`config.mk`:
```
export PLATFORM = sky130hd
export DESIGN_NAME = sd_blk_arbiter
export DESIGN_NICKNAME = d
export VERILOG_FILES = /design/src/rtl/sd_blk_arbiter.sv
export SDC_FILE = /design/constraint.sdc
export NUM_CORES = 1
export LEC_CHECK = 0
export ABC_AREA = 1
export ABC_CLOCK_PERIOD_IN_PS = 5880
export BUFFER_PORTS_ARGS = -buffer_cell sky130_fd_sc_hd__buf_2
export CELL_PAD_IN_SITES_DETAIL_PLACEMENT = 0
export CELL_PAD_IN_SITES_GLOBAL_PLACEMENT = 2
export CORE_ASPECT_RATIO = 0.5
export CORE_MARGIN = 3
export CORE_UTILIZATION = 21
export CTS_CLUSTER_DIAMETER = 30
export DETAILED_ROUTE_END_ITERATION = 8
export PLACE_DENSITY = 0.94
export SYNTH_ARGS = -nofsm -noshare
export SYNTH_HDL_FRONTEND = slang
export SYNTH_SLANG_ARGS = --single-unit
```
`constraint.sdc`:
```
create_clock -name CLK -period 5.88 [get_ports CLK]
set_input_delay 1.176 -clock CLK [delete_from_list [all_inputs] [get_ports CLK]]
set_output_delay 1.176 -clock CLK [all_outputs]
set_load 0.005 [all_outputs]
```
`src/rtl/sd_blk_arbiter.sv`:
```
// Round-robin arbiter sharing one SD block channel among NUM_DRV floppy drives.
// Optional ISSUE-phase ack timeout enabled by defining SD_ARB_TIMEOUT_EN.
module sd_blk_arbiter #(
  parameter int unsigned NUM_DRV        = 4,
  parameter logic [23:0] TIMEOUT_CYCLES = 24'd5_000_000
) (
  input  logic                   CLK,
  input  logic                   RESET,
  input  logic [NUM_DRV-1:0]     drv_rd,
  input  logic [NUM_DRV-1:0]     drv_wr,
  input  logic [NUM_DRV*32-1:0]  drv_lba,
  input  logic [NUM_DRV*8-1:0]   drv_buff_din,
  output logic [NUM_DRV-1:0]     drv_ack,
  output logic [NUM_DRV-1:0]     drv_buff_wr,
  output logic [31:0]            sd_lba,
  output logic                   sd_rd,
  output logic                   sd_wr,
  input  logic                   sd_ack,
  input  logic                   sd_buff_wr,
  output logic [7:0]             sd_buff_din,
  output logic [1:0]             grant,
  output logic                   busy,
  output logic                   timeout_err
);

  typedef enum logic [1:0] {IDLE, ISSUE, XFER, RELEASE} state_t;

  state_t      state, state_nx;
  logic [1:0]  rr_ptr, rr_ptr_nx, grant_nx;
  logic        sd_rd_nx, sd_wr_nx;
  logic [31:0] sd_lba_nx;
  logic [3:0]  pend4, wr4;
  logic [2:0]  scan_idx;
  logic [1:0]  sel;
  logic        sel_vld;
  logic [31:0] sel_lba;

`ifdef SD_ARB_TIMEOUT_EN
  logic [23:0] to_cnt, to_cnt_nx;
  logic        timeout_err_nx;
`else
  logic unused_timeout;
  assign unused_timeout = ^TIMEOUT_CYCLES;
  assign timeout_err    = 1'b0;
`endif

  assign busy = (state != IDLE);

  // Pad request vectors to the fixed 2-bit grant space so indexing stays width-clean.
  always_comb begin
    pend4 = '0;
    wr4   = '0;
    pend4[NUM_DRV-1:0] = drv_rd | drv_wr;
    wr4[NUM_DRV-1:0]   = drv_wr;
  end

  always_comb begin
    sel      = '0;
    sel_vld  = 1'b0;
    scan_idx = '0;
    for (int unsigned i = 0; i < NUM_DRV; i++) begin
      scan_idx = {1'b0, rr_ptr} + 3'(i);
      if (scan_idx >= 3'(NUM_DRV)) scan_idx = scan_idx - 3'(NUM_DRV);
      if (!sel_vld && pend4[scan_idx[1:0]]) begin
        sel     = scan_idx[1:0];
        sel_vld = 1'b1;
      end
    end
  end

  always_comb begin
    sel_lba     = '0;
    sd_buff_din = '0;
    drv_ack     = '0;
    drv_buff_wr = '0;
    for (int unsigned i = 0; i < NUM_DRV; i++) begin
      if (2'(i) == sel)   sel_lba     = drv_lba[i*32 +: 32];
      if (2'(i) == grant) sd_buff_din = drv_buff_din[i*8 +: 8];
      drv_ack[i]     = sd_ack & busy & (grant == 2'(i));
      drv_buff_wr[i] = sd_buff_wr & sd_ack & (grant == 2'(i));
    end
  end

  always_comb begin
    state_nx  = state;
    rr_ptr_nx = rr_ptr;
    grant_nx  = grant;
    sd_lba_nx = sd_lba;
    sd_rd_nx  = sd_rd;
    sd_wr_nx  = sd_wr;
`ifdef SD_ARB_TIMEOUT_EN
    to_cnt_nx      = to_cnt;
    timeout_err_nx = timeout_err;
`endif
    case (state)
      IDLE: begin
        if (sel_vld) begin
          grant_nx  = sel;
          sd_lba_nx = sel_lba;
          sd_wr_nx  = wr4[sel];
          sd_rd_nx  = ~wr4[sel];
          state_nx  = ISSUE;
`ifdef SD_ARB_TIMEOUT_EN
          to_cnt_nx = '0;
`endif
        end
      end
      ISSUE: begin
        if (sd_ack) begin
          sd_rd_nx = 1'b0;
          sd_wr_nx = 1'b0;
          state_nx = XFER;
        end else if (!pend4[grant]) begin
          sd_rd_nx = 1'b0;
          sd_wr_nx = 1'b0;
          state_nx = RELEASE;
        end
`ifdef SD_ARB_TIMEOUT_EN
        else if (to_cnt == TIMEOUT_CYCLES - 24'd1) begin
          sd_rd_nx       = 1'b0;
          sd_wr_nx       = 1'b0;
          timeout_err_nx = 1'b1;
          state_nx       = RELEASE;
        end else begin
          to_cnt_nx = to_cnt + 24'd1;
        end
`endif
      end
      XFER: begin
        if (!sd_ack) state_nx = RELEASE;
      end
      RELEASE: begin
        rr_ptr_nx = (grant == 2'(NUM_DRV - 1)) ? '0 : grant + 2'd1;
        state_nx  = IDLE;
      end
      default: state_nx = IDLE;
    endcase
  end

  always_ff @(posedge CLK or posedge RESET) begin
    if (RESET) begin
      state  <= IDLE;
      rr_ptr <= '0;
      grant  <= '0;
      sd_lba <= '0;
      sd_rd  <= 1'b0;
      sd_wr  <= 1'b0;
    end else begin
      state  <= state_nx;
      rr_ptr <= rr_ptr_nx;
      grant  <= grant_nx;
      sd_lba <= sd_lba_nx;
      sd_rd  <= sd_rd_nx;
      sd_wr  <= sd_wr_nx;
    end
  end

`ifdef SD_ARB_TIMEOUT_EN
  always_ff @(posedge CLK or posedge RESET) begin
    if (RESET) begin
      to_cnt      <= '0;
      timeout_err <= 1'b0;
    end else begin
      to_cnt      <= to_cnt_nx;
      timeout_err <= timeout_err_nx;
    end
  end
`endif

endmodule

```
==> qor.csv, run 1 <==
stage,metric,value,unit
clocking,post-CTS resize count,0,
job,max-cap violations,0,
clocking,# clock sinks,40,
global_routing,busiest grt layer,met2,
global_routing,M2 GR Usage,25.6,%
critical_path,largest fanout on the critical path,38,
logic_synthesis,number of synthesized flops with an enable pin,0,
critical_path,most frequent CP cell,nand2_1,
timing,final hold viol count,0,
global_routing,number of antenna violations at the first check in global routing,0,
clocking,CTS root buf,clkbuf_16,
global_routing,largest net degree at the start of global routing,42,
floorplanning,initial core utilization,22.2,%
critical_path,critical path arrival,3.76,ns
global_routing,GRT Total Usage,14.4,%
floorplanning,FP Rows,32,
critical_path,crit-path cells,buf_2 > nor2_1 > nand2_1 > nand3_1 > nand2_1 > nor2_4 > nand3_1 > nand2_2 > nand2_4 > nor2_4 > inv_2 > nor2_2 > nor2_1 > nand2_1 > nand2_1,
global_routing,met1 usage,18.0,%
clocking,H-tree level count,2,
timing,Final TNS setup,0,ns
timing,min Tclk post-route,3.59,ns
cells_and_area,fin nets,983,
logic_synthesis,"top cells by area, synth","dfrtp_1 (28%), nand2_1 (23%), nor2_1 (13%)",
routing,DRC,0,
power_and_ir_drop,P per Cell Area,523,nW/um^2
logic_synthesis,Yosys cell types,29,
global_routing,number of global-route vias before repair,4307,
critical_path,CP Class,in2reg,
critical_path,Worst Path Required,6.05,ns
global_routing,met3 Use GR,2.69,%
place,GPL Wtd Cong,0.882,
floorplanning,Die Y-Extent,97.9,um
place,IO buf count,224,
timing,Min Hold Slack,0.476,ns
routing,Pre-antenna DRT Iters,4,
logic_synthesis,Post-synth ARST share,100,%
cells_and_area,P&R area growth vs syn,39.2,%
logic_synthesis,Seq cells post-synth,40,
routing,total routed wirelength,13600,um
timing,RSZ-0062 raised after global routing,false,
timing,Slew @ Worst Pin,1.03,ns
logic_synthesis,Post-synth top flop,dfrtp_1,
cells_and_area,share of cells above drive strength 1,32.7,%
routing,Vias,4374,
clocking,Worst-path clk slew,0.06,ns
timing,ratio of final minimum period to clock period,61.1,%
clocking,CTS Buf Count,5,
timing,Max-Slew Margin vs Limit,30.8,%
logic_synthesis,Synth Cell Area,3540,um^2
critical_path,Crit. End Element,flop,
logic_synthesis,Post-Synthesis Net Count,780,
critical_path,Critical path buffers and inverters,2,
floorplanning,die area,18600,um^2
place,Detail Placement HPWL,10400,um
routing,DRT antenna net count,0,
logic_synthesis,most common cell in the netlist,nand2_1,
clocking,TritonCTS clock tree,done,
timing,Pins Over Slew Limit,0,
clocking,Post-CTS Hold Buffers,0,
power_and_ir_drop,VDD IR max,0.000205,V
floorplanning,IO Count,226,
clocking,setup bufs post-CTS,0,
logic_synthesis,leading cell types by count after synthesis,"nand2_1 (218), nor2_1 (120), nand3_1 (63), inv_1 (51), dfrtp_1 (40)",
clocking,CTS Buffer Depth,2,
critical_path,Setup crit start kind,primary input,
logic_synthesis,fraction of the yosys area taken by sequential cells,28.2,%
critical_path,CP max-delay cell,nor2_4,
routing,WL per Instance,13.3,um
critical_path,largest delay contributor family on the critical path,simple AND/OR/NAND/NOR gates,
global_routing,first-pass GRT wire length,21800,um
power_and_ir_drop,P_leak,2.91,nW
status,status,"finished, final reports clean",
routing,DRT iter0 DRCs,173,
logic_synthesis,"area leader, netlist",dfrtp_1,
global_routing,aggregate global routing overflow,0,
routing,vias per inst,4.27,
logic_synthesis,Gate Count Post-Synth,600,
hold_path,Hold WC Path Type,reg2reg,
logic_synthesis,Synth top area share,28.2,%
timing,max frequency,0.278,GHz
timing,# setup viols final,0,
critical_path,"slowest stage delay, CP",0.48,ns
timing,Setup Skew,0.00328,ns
logic_synthesis,Syn. warnings,0,
clocking,Worst-Skew Late Latency,0.28,ns
logic_synthesis,Mean Syn Cell Area,5.91,um^2
cells_and_area,ant diodes,0,
floorplanning,core area,15900,um^2
floorplanning,Die Width,190,um
[final timing paths]
kind	start	to	slack, ns	cells past startpoint
min in group asynchronous	RESET	sd_lba[28]	1.09	2
max reg2reg	rr_ptr[0]	sd_lba[24]	2.77	14
max	drv_wr[3]	sd_lba[24]	2.29	15
min reg2reg	sd_lba[18]	sd_lba[18]	0.48	2
min	sd_lba[18]	sd_lba[18]	0.48	2
max in group asynchronous	RESET	sd_lba[21]	4.23	2
[layout by cell type (no fill, tap or decap), drive strengths merged]
cell type,Yosys,final
a211oi,1,1
a21oi,2,2
a221oi,8,8
buf,21,226
clkbuf,9,8
clkinv,1,1
conb,1,1
dfrtp,40,40
ha,8,8
inv,54,54
mux2i,1,1
nand2,224,224
nand3,66,66
nand4,3,3
nor2,135,135
o211ai,1,1
o21ai,16,16
o221ai,1,1
o31ai,8,8
[per-stage QoR]
step                      worst slack (ns)  area, um^2  instances  utilization [%]  power (mW)
final                                 2.29        4930       1025             31.0        2.58
after global routing                  1.93        4930       1025             31.0        2.91
after CTS                             2.24        4930       1025             31.0        2.63
after detailed placement              1.93        4790       1017             30.0        2.33
after global placement                1.97        4790       1017             30.0        2.31
after floorplan                       3.16        3540        600                -        1.81
[logic make-up (layout without fill, tap and decap cells)]
family / Yosys count / count (layout) / share of synthesized area (%)
adder cells (fa/ha/maj): 8 / 8 / 2.82
flip-flops: 40 / 40 / 28.2
AO/OA/AOI/OAI: 37 / 37 / 7.10
AND/OR/NAND/NOR: 428 / 428 / 50.7
other: 1 / 1 / 0.106
multiplexers: 1 / 1 / 0.282
buffers and inverters: 85 / 289 / 10.8
[power breakdown]
| part | switching (mW) | internal (mW) |
|---|---|---|
| logic | 1.16 | 0.628 |
| registers | 0.0968 | 0.415 |
| clock network | 0.115 | 0.170 |
[area by class of cell]
cell class,count,area [um^2]
Fill cell,1861,11000
Multi-Input combinational cell,475,2170
Timing Repair Buffer,226,1140
Sequential cell,40,1000
Tap cell,221,277
Inverter,55,206
Clock buffer,8,146
[sequential cells by signal (all words and copies together) (netlist names)]
signal and flops:
grant 2, sd_rd 1, sd_lba 32, state 2, sd_wr 1, rr_ptr 2
[worst register-to-register path: stages (launching register included)]
cell and delay (ns):
dfrtp_1 0.51, inv_2 0.21, nand2_1 0.11, nand3_1 0.13, nand2_1 0.12, nor2_4 0.16
nand3_1 0.10, nand2_2 0.10, nand2_4 0.18, nor2_4 0.48, inv_2 0.46, nor2_2 0.22
nor2_1 0.05, nand2_1 0.10, nand2_1 0.06
[per-layer routing]
| layer | wire (um) | part of all wire [%] |
|---|---|---|
| met1 | 5960 | 44 |
| met2 | 6720 | 49 |
| met3 | 677 | 5.0 |
| met4 | 248 | 1.8 |
| met5 | 0 | 0 |
No activity file was read; power rests on OpenSTA's default activity.
==> run 2: changes to the inputs <==
--- a/config.mk
+++ b/config.mk
@@ -6,16 +6,16 @@
 export NUM_CORES = 1
 export LEC_CHECK = 0
 export ABC_AREA = 1
-export ABC_CLOCK_PERIOD_IN_PS = 5880
+export ABC_CLOCK_PERIOD_IN_PS = 3150
 export BUFFER_PORTS_ARGS = -buffer_cell sky130_fd_sc_hd__buf_2
 export CELL_PAD_IN_SITES_DETAIL_PLACEMENT = 0
 export CELL_PAD_IN_SITES_GLOBAL_PLACEMENT = 2
 export CORE_ASPECT_RATIO = 0.5
 export CORE_MARGIN = 3
-export CORE_UTILIZATION = 21
+export CORE_UTILIZATION = 18
 export CTS_CLUSTER_DIAMETER = 30
 export DETAILED_ROUTE_END_ITERATION = 8
-export PLACE_DENSITY = 0.94
+export PLACE_DENSITY = 0.86
 export SYNTH_ARGS = -nofsm -noshare
 export SYNTH_HDL_FRONTEND = slang
 export SYNTH_SLANG_ARGS = --single-unit
==> constraint.sdc (replaced) <==
create_clock -name CLK -period 3.15 [get_ports CLK]
set_input_delay 0.63 -clock CLK [delete_from_list [all_inputs] [get_ports CLK]]
set_output_delay 0.63 -clock CLK [all_outputs]
set_load 0.005 [all_outputs]
==> qor.csv, run 2 (same netlist as run 1, synthesis figures left out) <==
stage,metric,value,unit
status,status,"finished, final reports clean",
clocking,CTS Buffer Depth,2,
critical_path,worst r2r src,rr_ptr[0],
cells_and_area,fin nets,992,
global_routing,first-pass GRT wire length,21800,um
timing,min Tclk post-route,2.70,ns
critical_path,Setup crit start kind,flop,
floorplanning,Die Y-Extent,105,um
clocking,CTS root buf,clkbuf_16,
timing,Slew @ Worst Pin,0.928,ns
critical_path,r2r endpoint,sd_lba[4],
cells_and_area,Register Area,1000,um^2
global_routing,largest net degree at the start of global routing,69,
job,max-cap violations,0,
critical_path,critical path arrival,2.07,ns
critical_path,WP depth,8,
global_routing,GRT Total Usage,12.5,%
place,IO buf count,224,
critical_path,largest delay contributor family on the critical path,buffers and inverters,
timing,Final TNS setup,0,ns
place,DP Area,4940,um^2
critical_path,CP max-delay cell,dfrtp_1,
floorplanning,die area,21500,um^2
routing,vias per inst,4.14,
critical_path,CP Class,reg2out,
critical_path,Worst Path Required,2.52,ns
critical_path,largest fanout on the critical path,8,
clocking,Worst-path clk slew,0.07,ns
global_routing,number of global-route vias before repair,4191,
timing,Setup Skew,0.00649,ns
cells_and_area,area of the multi-input gates,2170,um^2
timing,Max-Slew Margin vs Limit,38.1,%
power_and_ir_drop,P per Cell Area,1010,nW/um^2
floorplanning,core area,18800,um^2
floorplanning,IO Count,226,
cells_and_area,FILL cells,2210,
critical_path,end of the critical path,sd_buff_din[0],
floorplanning,FP Rows,35,
place,GPL Wtd Cong,0.797,
floorplanning,Die Width,204,um
critical_path,Critical path buffers and inverters,4,
clocking,# clock sinks,40,
critical_path,crit-path cells,inv_1 > ha_1 > inv_1 > nor2_1 > buf_4 > a221oi_1 > o31ai_1 > buf_2,
power_and_ir_drop,VDD IR max,0.000362,V
critical_path,"slowest stage delay, CP",0.52,ns
clocking,Worst-Skew Late Latency,0.29,ns
routing,Vias,4432,
timing,final hold viol count,0,
floorplanning,initial core utilization,18.8,%
routing,WL per Instance,13.5,um
cells_and_area,"commonest non-fill, non-tap cell in the layout",buf_2,
timing,max frequency,0.370,GHz
global_routing,aggregate global routing overflow,0,
cells_and_area,P&R area growth vs syn,44.6,%
timing,RSZ-0062 raised after global routing,false,
cells_and_area,share of cells above drive strength 1,33.6,%
critical_path,worst r2r path cells,14,
clocking,Post-CTS Hold Buffers,0,
hold_path,Hold WC Path Type,reg2reg,
timing,# setup viols final,0,
critical_path,R2R Setup Slk,0.59,ns
routing,DRT iter0 DRCs,243,
global_routing,number of antenna violations at the first check in global routing,1,
cells_and_area,fin area,5130,um^2
timing,Pins Over Slew Limit,0,
place,Detail Placement HPWL,11300,um
clocking,CTS Buf Count,5,
critical_path,most frequent CP cell,inv_1,
cells_and_area,"commonest non-fill, non-tap cells in the layout","buf_2 (224), nand2_1 (218), nor2_1 (120)",
clocking,TritonCTS clock tree,done,
cells_and_area,max reg flops,32,
clocking,H-tree level count,2,
cells_and_area,largest reg by FF count,sd_lba,
cells_and_area,ant diodes,0,
clocking,post-CTS resize count,0,
routing,DRC,0,
clocking,setup bufs post-CTS,0,
routing,total routed wirelength,14500,um
routing,DRT antenna net count,0,
critical_path,critical path startpoint,grant[0],
routing,Pre-antenna DRT Iters,5,
power_and_ir_drop,P_leak,2.99,nW
critical_path,Crit. End Element,primary output,
timing,ratio of final minimum period to clock period,85.8,%
## run 2: cell type report
class | instances | share of cell area (%)
Clock buffer | 5 | 2.44
Clock inverter | 2 | 1.17
Inverter | 55 | 4.03
Multi-Input combinational cell | 475 | 42.3
Sequential cell | 40 | 19.5
Tap cell | 259 | 6.32
Timing Repair Buffer | 235 | 24.2
## run 2: report_power, final
part	internal [mW]	total, mW	switching [mW]
Combinational	1.32	3.56	2.23
Clock	0.450	0.667	0.217
Sequential	0.776	0.960	0.184
## run 2: routing by layer
metal	GRT usage [%]	up-vias	routed length [um]
met5	0	-	13
met4	1.91	2	74
met2	21.7	85	7280
li1	-	2283	-
met1	16.9	2055	6650
met3	1.73	7	478
## run 2: how the worst min path moves through the flow
| stage | slack, ns | cells past startpoint | to | startpoint |
|---|---|---|---|---|
| 2_1_floorplan | 0.47 | 2 | sd_lba[16] | sd_lba[16] |
| 3_3_place_gp | 0.46 | 2 | sd_lba[25] | sd_lba[25] |
| 3_5_place_dp | 0.46 | 2 | sd_lba[22] | sd_lba[22] |
| 4_1_cts | 0.48 | 2 | sd_lba[22] | sd_lba[22] |
| 5_1_grt | 0.49 | 2 | sd_lba[22] | sd_lba[22] |
| 6_report | 0.48 | 2 | sd_lba[15] | sd_lba[15] |
## run 2: worst min-delay path, stage by stage (launching register included)
cell     delay (ns)
dfrtp_1        0.34
nand2_1        0.05
nand2_1        0.05
## run 2: per-stage QoR
stage                     std cells  power (mW)  util (%)  setup WS [ns]  hold slack [ns]
final                          1071        5.18      27.2          0.447            0.476
after floorplan                 600        3.38         -          0.972            0.472
after global routing           1071        5.78      27.2          0.252            0.492
after global placement         1064        4.54      26.2          0.407            0.458
after CTS                      1071        5.28      27.2          0.404            0.478
after detailed placement       1064        4.57      26.2          0.366            0.461
==> run 3: changes to the inputs <==
--- a/config.mk
+++ b/config.mk
@@ -5,14 +5,13 @@
 export SDC_FILE = /design/constraint.sdc
 export NUM_CORES = 1
 export LEC_CHECK = 0
-export ABC_AREA = 1
 export ABC_CLOCK_PERIOD_IN_PS = 3150
 export BUFFER_PORTS_ARGS = -buffer_cell sky130_fd_sc_hd__buf_2
 export CELL_PAD_IN_SITES_DETAIL_PLACEMENT = 0
 export CELL_PAD_IN_SITES_GLOBAL_PLACEMENT = 2
 export CORE_ASPECT_RATIO = 0.5
 export CORE_MARGIN = 3
-export CORE_UTILIZATION = 18
+export CORE_UTILIZATION = 20
 export CTS_CLUSTER_DIAMETER = 30
 export DETAILED_ROUTE_END_ITERATION = 8
 export PLACE_DENSITY = 0.86
==> qor.csv, run 3 <==
stage,metric,value,unit
logic_synthesis,Synth Cell Area,3350,um^2
clocking,TritonCTS clock tree,done,
global_routing,number of global-route vias before repair,3696,
timing,Pins Over Slew Limit,0,
power_and_ir_drop,power share of the clock group,14.4,%
global_routing,largest net degree at the start of global routing,69,
critical_path,worst r2r path cells,6,
logic_synthesis,Syn. warnings,0,
logic_synthesis,Synth top area share,29.8,%
floorplanning,initial core utilization,21.1,%
timing,max frequency,0.348,GHz
power_and_ir_drop,post-layout power,4.17,mW
critical_path,R2R Setup Slk,1.07,ns
timing,Slew @ Worst Pin,0.936,ns
critical_path,r2r endpoint,sd_lba[7],
power_and_ir_drop,sequential power share,22.7,%
global_routing,number of antenna violations at the first check in global routing,0,
cells_and_area,ant diodes,0,
global_routing,first-pass GRT wire length,20200,um
clocking,# clock sinks,40,
routing,DRT antenna net count,0,
timing,Final TNS setup,0,ns
place,Detail Placement HPWL,9950,um
logic_synthesis,fraction of the yosys area taken by sequential cells,29.8,%
logic_synthesis,Mean Syn Cell Area,9.02,um^2
clocking,Worst-path clk slew,0.07,ns
floorplanning,core area,15900,um^2
routing,DRT iter0 DRCs,150,
cells_and_area,"commonest non-fill, non-tap cell in the layout",buf_2,
floorplanning,FP Rows,32,
critical_path,Worst Path Required,2.52,ns
cells_and_area,fin area,4790,um^2
power_and_ir_drop,Int Power,2.30,mW
place,DP Area,4620,um^2
clocking,Post-CTS Hold Buffers,0,
job,max-cap violations,0,
timing,# setup viols final,0,
timing,RSZ-0062 raised after global routing,false,
floorplanning,Die Y-Extent,97.6,um
critical_path,critical path arrival,2.25,ns
global_routing,aggregate global routing overflow,0,
timing,final hold viol count,0,
critical_path,crit-path cells,inv_1 > ha_1 > nor2b_1 > a22oi_1 > nor2_1 > a21oi_1 > o21ai_0 > buf_2,
power_and_ir_drop,switching portion of total power,44.8,%
power_and_ir_drop,P per Cell Area,870,nW/um^2
critical_path,Crit. End Element,primary output,
hold_path,Hold WC Path Type,reg2reg,
routing,total routed wirelength,12900,um
critical_path,Setup crit start kind,flop,
floorplanning,Die Width,189,um
clocking,post-CTS resize count,0,
timing,min Tclk post-route,2.88,ns
critical_path,"slowest stage delay, CP",0.48,ns
clocking,setup bufs post-CTS,0,
cells_and_area,FILL cells,1744,
power_and_ir_drop,VDD IR max,0.000368,V
clocking,H-tree level count,2,
logic_synthesis,Post-synth ARST share,100,%
routing,Pre-antenna DRT Iters,4,
cells_and_area,fin nets,755,
routing,Vias,3681,
global_routing,GRT Total Usage,13.5,%
clocking,Worst-Skew Late Latency,0.28,ns
cells_and_area,P&R area growth vs syn,42.8,%
logic_synthesis,most common cell in the netlist,nand2_1,
cells_and_area,max reg flops,32,
timing,ratio of final minimum period to clock period,91.3,%
power_and_ir_drop,P_leak,2.26,nW
critical_path,worst r2r src,rr_ptr[1],
logic_synthesis,leading cell types by count after synthesis,"nand2_1 (51), dfrtp_1 (40), a211oi_1 (32), and4_1 (32), o31ai_2 (29)",
clocking,CTS root buf,clkbuf_16,
logic_synthesis,number of synthesized flops with an enable pin,0,
status,status,"finished, final reports clean",
floorplanning,die area,18500,um^2
routing,vias per inst,4.62,
floorplanning,IO Count,226,
logic_synthesis,Yosys cell types,50,
timing,Setup Skew,0.00415,ns
critical_path,CP Class,reg2out,
place,Placed Instances,789,
clocking,CTS Buf Count,5,
logic_synthesis,Post-Synthesis Net Count,552,
power_and_ir_drop,Comb power frac,62.8,%
routing,WL per Instance,16.2,um
logic_synthesis,"top cells by area, synth","dfrtp_1 (30%), o31ai_2 (11%), and4_1 (8.4%)",
logic_synthesis,Post-synth top flop,dfrtp_1,
timing,Max-Slew Margin vs Limit,37.5,%
place,GPL Wtd Cong,0.800,
logic_synthesis,Gate Count Post-Synth,372,
critical_path,end of the critical path,sd_buff_din[4],
cells_and_area,largest reg by FF count,sd_lba,
critical_path,critical path startpoint,grant[1],
cells_and_area,share of cells above drive strength 1,51.0,%
clocking,CTS Buffer Depth,2,
critical_path,CP max-delay cell,nor2b_1,
cells_and_area,Finished Layout Cells,797,
routing,DRC,0,
power_and_ir_drop,switching pwr,1.87,mW
logic_synthesis,"area leader, netlist",dfrtp_1,
logic_synthesis,Seq cells post-synth,40,
place,IO buf count,224,
hold_path,Hold Path Cell Cnt,2,
critical_path,largest fanout on the critical path,12,
cells_and_area,"commonest non-fill, non-tap cells in the layout","buf_2 (224), nand2_1 (50), dfrtp_1 (40)",
-- run 3: cell count changes after synthesis, moves of 13 or more --
| cell | change |
|---|---|
| a21oi_1 | +13 |
| nor2_1 | -107 |
| a211oi_1 | +31 |
| nand3_1 | -59 |
| nand2_1 | -167 |
| o22ai_1 | +25 |
| inv_1 | -44 |
| o31ai_2 | +29 |
| and4_1 | +32 |
-- run 3: power by group through the flow --
| stage | clock (mW) | combinational [mW] | sequential [mW] |
|---|---|---|---|
| floorplan | 0 | 1.83 | 0.957 |
| global placement | 0 | 2.64 | 0.949 |
| detailed placement | 0 | 2.66 | 0.962 |
| CTS | 0.626 | 2.67 | 0.953 |
| global route | 0.649 | 2.93 | 0.991 |
| finish | 0.602 | 2.62 | 0.948 |
-- run 3: cell type report --
class	count	area, um^2	share of cell area [%]
multi-input combinational	288	2120	44.2
timing repair buffer	233	1200	25.1
sequential	40	1000	20.9
tap	221	277	5.77
clock buffer	5	125	2.61
clock inverter	3	42.5	0.888
inverter	7	26.3	0.549
-- run 3: worst min-delay path by stage --
stage                           from         end  slack, ns
after floorplan           sd_lba[10]  sd_lba[10]       0.47
after CTS                  sd_lba[9]   sd_lba[9]       0.48
after global routing       sd_lba[8]   sd_lba[8]       0.51
after detailed placement   sd_lba[9]   sd_lba[9]       0.47
final                      sd_lba[3]   sd_lba[3]       0.48
after global placement     sd_lba[9]   sd_lba[9]       0.46
-- run 3: routing by layer --
metal  GRT usage, %  up-vias  routed length (um)
li1               -     1843                   -
met1           17.0     1723                5610
met2           24.3      101                6600
met3           1.51       14                 506
met4           3.77        0                 226
met5              0        -                   0
-- run 3: logic make-up (layout without fill, tap and decap cells) --
group           after synthesis  after routing  share of synthesized area [%]
simple gates                126            126                           21.7
mux                           3              3                           1.34
compound gates              150            150                           36.9
flops                        40             40                           29.8
buf+inv                      44            248                           7.16
other cells                   1              1                          0.112
fa+ha+maj                     8              8                           2.98
-- run 3: stage by stage --
step,util (%),setup WS (ns),hold WS (ns)
floorplan,-,1.07,0.473
global placement,29.1,0.650,0.459
detailed placement,29.1,0.564,0.466
CTS,30.1,0.237,0.481
global route,30.1,0.0183,0.507
finish,30.1,0.273,0.477
-- run 3: critical path, delay by kind of cell (launching register included) --
family	cells	cell delay [ns]
buffers and inverters	2	0.23
DFF	1	0.45
and+or+nand+nor	2	0.60
AOI/OAI and AO/OA	3	0.35
adders and majority gates	1	0.33
